$ cat src/rtl/jtdsp16_host_cmd.sv
// Host-to-DSP16 command queue: assembles host byte writes into {addr,data}
// entries, hands them to the DSP through an irq/iack/pids_n handshake.
module jtdsp16_host_cmd #(
    parameter int AW = 2
) (
    input  logic        clk,
    input  logic        rst,
    input  logic        i_cen,
    input  logic        i_host_we,
    input  logic [1:0]  i_host_sel,
    input  logic [7:0]  i_host_din,
    input  logic        i_host_rsel,
    output logic [7:0]  o_host_dout,
    output logic        o_host_ready,
    output logic        o_host_ovf,
    output logic [15:0] o_pbus_in,
    input  logic [15:0] i_pbus_out,
    input  logic        i_pids_n,
    input  logic        i_pods_n,
    input  logic        i_psel,
    output logic        o_irq,
    input  logic        i_iack,
    output logic        o_busy
);

    localparam int DEPTH = 1 << AW;

    typedef enum logic [1:0] {
        IDLE  = 2'd0,
        REQ   = 2'd1,
        SERVE = 2'd2
    } state_t;

    state_t      r_state;
    state_t      w_state_next;
    logic        r_irq;
    logic        w_irq_next;

    logic [7:0]  r_data_hi;
    logic [7:0]  r_data_lo;
    logic [23:0] r_fifo [DEPTH];
    logic [AW:0] r_wr;
    logic [AW:0] r_rd;
    logic        r_ovf;
    logic [15:0] r_result;
    logic        r_pids_q;
    logic        r_pods_q;

    logic        w_full;
    logic        w_empty;
    logic [23:0] w_head;
    logic        w_pids_rise;
    logic        w_pods_rise;
    logic        w_push_req;
    logic        w_push;
    logic        w_pop;
    logic        w_ovf_set;

    assign w_full      = (r_wr ^ r_rd) == {1'b1, {AW{1'b0}}};
    assign w_empty     = (r_wr == r_rd);
    assign w_head      = r_fifo[r_rd[AW-1:0]];
    assign w_pids_rise = i_pids_n & ~r_pids_q;
    assign w_pods_rise = i_pods_n & ~r_pods_q;
    assign w_push_req  = i_host_we && (i_host_sel == 2'd2);

    // A pop in the same cycle frees the slot, so a push into a full FIFO still lands
    assign w_pop     = i_cen && (r_state == SERVE) && w_pids_rise && !i_psel;
    assign w_push    = i_cen && w_push_req && (!w_full || w_pop);
    assign w_ovf_set = i_cen && w_push_req && w_full && !w_pop;

    assign o_host_ready = !w_full;
    assign o_host_ovf   = r_ovf;
    assign o_host_dout  = i_host_rsel ? r_result[15:8] : r_result[7:0];
    assign o_irq        = r_irq;
    assign o_busy       = (r_state != IDLE) || !w_empty;

    always_comb begin
        o_pbus_in = 16'h0000;
        if (r_state == SERVE) begin
            o_pbus_in = i_psel ? {8'h00, w_head[23:16]} : w_head[15:0];
        end
    end

    always_ff @(posedge clk or posedge rst) begin
        if (rst) begin
            r_data_hi <= 8'h00;
            r_data_lo <= 8'h00;
            r_wr      <= '0;
            r_rd      <= '0;
            r_ovf     <= 1'b0;
            for (int i = 0; i < DEPTH; i++) begin
                r_fifo[i] <= 24'h000000;
            end
        end else if (i_cen) begin
            if (i_host_we && i_host_sel == 2'd0) r_data_hi <= i_host_din;
            if (i_host_we && i_host_sel == 2'd1) r_data_lo <= i_host_din;
            if (w_push) begin
                r_fifo[r_wr[AW-1:0]] <= {i_host_din, r_data_hi, r_data_lo};
                r_wr <= r_wr + 1'b1;
            end
            if (w_pop) r_rd <= r_rd + 1'b1;
            if (w_ovf_set) r_ovf <= 1'b1;
        end
    end

    // Strobes idle high, so the history resets to 1 to avoid a phantom edge
    always_ff @(posedge clk or posedge rst) begin
        if (rst) begin
            r_pids_q <= 1'b1;
            r_pods_q <= 1'b1;
            r_result <= 16'h0000;
        end else if (i_cen) begin
            r_pids_q <= i_pids_n;
            r_pods_q <= i_pods_n;
            if (w_pods_rise) r_result <= i_pbus_out;
        end
    end

    always_ff @(posedge clk or posedge rst) begin
        if (rst) begin
            r_state <= IDLE;
            r_irq   <= 1'b0;
        end else if (i_cen) begin
            r_state <= w_state_next;
            r_irq   <= w_irq_next;
        end
    end

    always_comb begin
        w_state_next = r_state;
        w_irq_next   = r_irq;
        case (r_state)
            IDLE: begin
                w_irq_next = 1'b0;
                if (!w_empty) begin
                    w_state_next = REQ;
                    w_irq_next   = 1'b1;
                end
            end
            REQ: begin
                w_irq_next = 1'b1;
                if (i_iack) begin
                    w_state_next = SERVE;
                    w_irq_next   = 1'b0;
                end
            end
            SERVE: begin
                w_irq_next = 1'b0;
                if (w_pids_rise && !i_psel) w_state_next = IDLE;
            end
            default: begin
                w_state_next = IDLE;
                w_irq_next   = 1'b0;
            end
        endcase
    end

endmodule

$ cat config.mk
export PLATFORM = sky130hd
export DESIGN_NAME = jtdsp16_host_cmd
export DESIGN_NICKNAME = d
export VERILOG_FILES = /design/src/rtl/jtdsp16_host_cmd.sv
export SDC_FILE = /design/constraint.sdc
export NUM_CORES = 1
export LEC_CHECK = 0
export CORE_MARGIN = 2
export CORE_UTILIZATION = 47
export DETAILED_ROUTE_END_ITERATION = 12
export PLACE_DENSITY = 0.72
export SLEW_MARGIN = 20
export SYNTH_ARGS = -nofsm -noshare
export SYNTH_HDL_FRONTEND = slang
export SYNTH_SLANG_ARGS = --single-unit
$ cat constraint.sdc
create_clock -name clk -period 6.1 [get_ports clk]
set_input_delay 1.22 -clock clk [delete_from_list [all_inputs] [get_ports clk]]
set_output_delay 1.22 -clock clk [all_outputs]
set_load 0.02 [all_outputs]
==> metrics.md <==
| Metric | Value |
|---|---|
| Cell repeated most along the worst path | sky130_fd_sc_hd__clkdlybuf4s50_1 |
| Net count, final | 506 |
| Clock Pin Slew Worst Setup and Hold Paths | 50 ps |
| HPWL reported at the end of detailed placement | 7740 um |
| Cell types occupying the most area after synthesis | sky130_fd_sc_hd__dfrtp_1, sky130_fd_sc_hd__mux2_2, sky130_fd_sc_hd__mux4_2 |
| Final setup vio count | 0 |
| Utilization after layout | 58.1% |
| Final worst path period share | 76.1% |
| Post-synthesis instance area | 6470 um^2 |
| Area share of the largest cell type after synthesis | 53.4% |
| Most common library cells after synthesis | sky130_fd_sc_hd__dfrtp_1, sky130_fd_sc_hd__mux2_2, sky130_fd_sc_hd__mux4_2 |
| Average cell area after synthesis | 16.1 um^2 |
| Cell area power density | 456 nW/um^2 |
| Most used standard cell by instance count after synthesis | sky130_fd_sc_hd__dfrtp_1 |
| Leftover overflow at the end of global routing | 0 |
| Number of cells on the worst hold path | 1 |
| Number of H-tree branching levels | 4 |
| Setup TNS | 0 ps |
| Vert. Die Dim | 121 um |
| Post-synth top flop | sky130_fd_sc_hd__dfrtp_1 |
| Met2 routed wirelength | 6090 um |
| Delay of the slowest cell on the worst path | 820 ps |
| Max-slew violation count | 0 |
| Routed via count | 3548 |
| CP Capture Type | output pin |
| Sequential cell area fraction in the yosys report | 54.2% |
| GP Congestion | 0.727 |
| Worst Setup Start Kind | input port |
| Detailed-router iteration count before antenna repair | 4 |
| Area growth, synth to finish | 20.0% |
| Post-route minimum period | 4640 ps |
| Effective utilization at floorplan | 48.4% |
| Setup slack of the worst register-to-register path | 3220 ps |
| Maximum ir drop on the vdd rail | 0.000261 V |
| Gate count after technology mapping | 402 |
| Number of hold violations in the final report | 0 |
| Wire length of the first global-routing pass | 20600 um |
| Postcts setup bufs | 0 |
| Port Buffers | 62 |
| Capture instance of the worst register-to-register path | r_fifo[20] |
| Post-cts hold buffer count | 0 |
| Post-CTS Resized | 0 |
| Worst R2R Start | r_rd[0] |
| Die extent in x | 121 um |
| Share of cells above drive strength 1 | 38.6% |
| Slew @ Worst Pin | 1070 ps |
| Cell type with the largest total area after synthesis | sky130_fd_sc_hd__dfrtp_1 |
| ANT nets after route | 0 |
| Max stage delay cell, worst path | sky130_fd_sc_hd__clkdlybuf4s50_1 |
| I/O pin count | 63 |
| Clock latency on the worst-skew pair | 420 ps |
| Max-cap violations | 0 |
| Cell family with the largest share of critical-path delay | buffers and inverters |
| Initial DRC Count | 169 |
| Count of flip-flops with a built-in enable after synthesis | 0 |
| Initial antenna violation count | 0 |
| Clock Tree Buf Depth | 2 |
| Hold Crit Class | register to register |
| Die ar. | 14700 um^2 |
| Critical path arrival | 3420 ps |
| CTS tree | built |
| Largest net degree at the start of global routing | 93 |
| Worst endpoint required time | 4880 ps |
| Crit-path cells | clkdlybuf4s50_1 -> nand2b_1 -> nor2b_1 -> clkdlybuf4s50_1 |
| Net count after synthesis | 442 |
| Root Driver | sky130_fd_sc_hd__clkbuf_16 |
| Relative slew margins | 28.8% |
| Number of global-route vias before repair | 3860 |
| Diodes inserted | 0 |
| Share of flip-flops with an asynchronous set or reset after synthesis | 100% |
| Post-detailed-route via-to-cell ratio | 5.42 |
| Clock sink count | 140 |
| Category of the critical setup timing path | input port to output pin |
| Sum of routed wire segments on met1 | 5720 um |
| Worst path bufs/invs | 2 |
| Post-detailed-route wirelength per cell | 19.1 um |
| Highest fanout seen on the critical path | 10 |
| Final WL | 12500 um |
| Static leakage | 3.38 nW |
| Remaining DRCs | 0 |
| Outcome | completed |
| Met3 routed wirelength | 549 um |
| Highest metal used | met4 |
| Peak Freq | 215 MHz |
| Hold Crit Start | o_host_ovf |
| # rows | 42 |
| Seq cells post-synth | 140 |
| Sink of the worst hold path | o_host_ovf |
| Logic depth of the worst register-to-register path | 6 |
| Clock skew after layout | 7.80 ps |
| Clock buffer count from CTS | 17 |
| Aggregate global-route resource usage | 18.8% |
| Count of synthesis-stage warnings from yosys | 0 |
| Synth cell types | 36 |
| RSZ-0062 raised after global routing | no |
| Area of the core | 13300 um^2 |
[metrics by stage]
stage	setup WS, ps	instances	hold WS, ps	total power, W	instance area [um^2]
2_1_floorplan	1130	402	450	0.00223	6470
3_3_place_gp	1440	623	455	0.00247	7160
3_5_place_dp	1380	623	466	0.00252	7160
4_1_cts	1400	655	478	0.00358	7760
5_1_grt	1290	655	487	0.00374	7760
6_report	1460	655	469	0.00354	7760
[per-layer routing]
| metal | vias up | global-route usage, % |
|---|---|---|
| met4 | 0 | 6.11 |
| met3 | 12 | 5.45 |
| li1 | 1592 | - |
| met2 | 72 | 30.1 |
| met5 | - | 0 |
| met1 | 1872 | 24.9 |
[worst max path at each step]
stage	start	to	slack, ps	cells past startpoint
6_report	i_psel	o_pbus_in[9]	1460	4
5_1_grt	i_psel	o_pbus_in[9]	1290	4
4_1_cts	i_psel	o_pbus_in[9]	1400	4
3_5_place_dp	i_psel	o_pbus_in[9]	1380	4
3_3_place_gp	i_psel	o_pbus_in[13]	1440	4
2_1_floorplan	rst	o_host_ovf	1130	1
[worst register-to-register path: stages (launching register included)]
cell and delay (ps):
sky130_fd_sc_hd__dfrtp_1 320, sky130_fd_sc_hd__buf_4 480, sky130_fd_sc_hd__xnor2_1 200, sky130_fd_sc_hd__and3b_1 370, sky130_fd_sc_hd__a21oi_4 610, sky130_fd_sc_hd__buf_4 410
sky130_fd_sc_hd__mux2_2 370
[placed cells by master, fill, tap and decap left out]
cell type / n
sky130_fd_sc_hd__a21boi_0: 1
sky130_fd_sc_hd__a21oi_1: 1
sky130_fd_sc_hd__a21oi_4: 4
sky130_fd_sc_hd__a31o_2: 1
sky130_fd_sc_hd__a32o_1: 1
sky130_fd_sc_hd__and3b_1: 1
sky130_fd_sc_hd__and4b_1: 1
sky130_fd_sc_hd__buf_4: 4
sky130_fd_sc_hd__bufinv_16: 3
sky130_fd_sc_hd__clkbuf_1: 4
sky130_fd_sc_hd__clkbuf_16: 17
sky130_fd_sc_hd__clkbuf_8: 4
sky130_fd_sc_hd__clkdlybuf4s50_1: 62
sky130_fd_sc_hd__clkinv_2: 4
sky130_fd_sc_hd__dfrtp_1: 138
sky130_fd_sc_hd__dfstp_2: 2
sky130_fd_sc_hd__ha_1: 5
sky130_fd_sc_hd__inv_1: 4
sky130_fd_sc_hd__inv_6: 1
sky130_fd_sc_hd__mux2_1: 20
sky130_fd_sc_hd__mux2_2: 101
sky130_fd_sc_hd__mux2_4: 19
sky130_fd_sc_hd__mux2i_1: 8
sky130_fd_sc_hd__mux4_1: 2
sky130_fd_sc_hd__mux4_2: 22
sky130_fd_sc_hd__nand2_1: 7
sky130_fd_sc_hd__nand2b_1: 3
sky130_fd_sc_hd__nand3_1: 2
sky130_fd_sc_hd__nand3_4: 1
sky130_fd_sc_hd__nand3b_1: 1
sky130_fd_sc_hd__nand4_1: 2
sky130_fd_sc_hd__nor2_1: 10
sky130_fd_sc_hd__nor2b_1: 9
sky130_fd_sc_hd__nor3_2: 1
sky130_fd_sc_hd__nor3b_4: 1
sky130_fd_sc_hd__o21ai_0: 5
sky130_fd_sc_hd__xnor2_1: 6
sky130_fd_sc_hd__xor2_1: 1
[layout make-up]
cell class / instances / area, um^2
sequential: 140 / 3510
fill: 1088 / 5590
inverter: 5 / 23.8
timing repair buffer: 66 / 651
clock inverter: 7 / 110
clock buffer: 25 / 495
tap: 176 / 220
multi-input combinational: 236 / 2760
[cells by family (layout without fill, tap and decap cells)]
family	count (synthesis)	count (layout)	share of synthesized area, %
mux	172	172	35.2
flops	140	140	54.2
simple gates	39	39	3.62
buf+inv	26	103	3.17
compound gates	13	13	1.88
xor+xnor	7	7	0.948
fa+ha+maj	5	5	0.967
[sequential cells by signal (all words and copies together), names as in the netlist]
signal	cells
r_rd	3
r_fifo	96
o_irq	1
r_state	2
r_data_hi	8
r_pods_q	1
r_wr	3
o_host_ovf	1
r_result	16
r_pids_q	1
r_data_lo	8
[power by group]
part	switching [W]	leakage, nW	total [W]	internal (W)
registers	0.000199	1.78	0.00147	0.00127
logic	0.000413	1.30	0.00103	0.000617
clock network	0.000361	0.301	0.00104	0.000683
No activity file was read; power rests on OpenSTA's default activity.
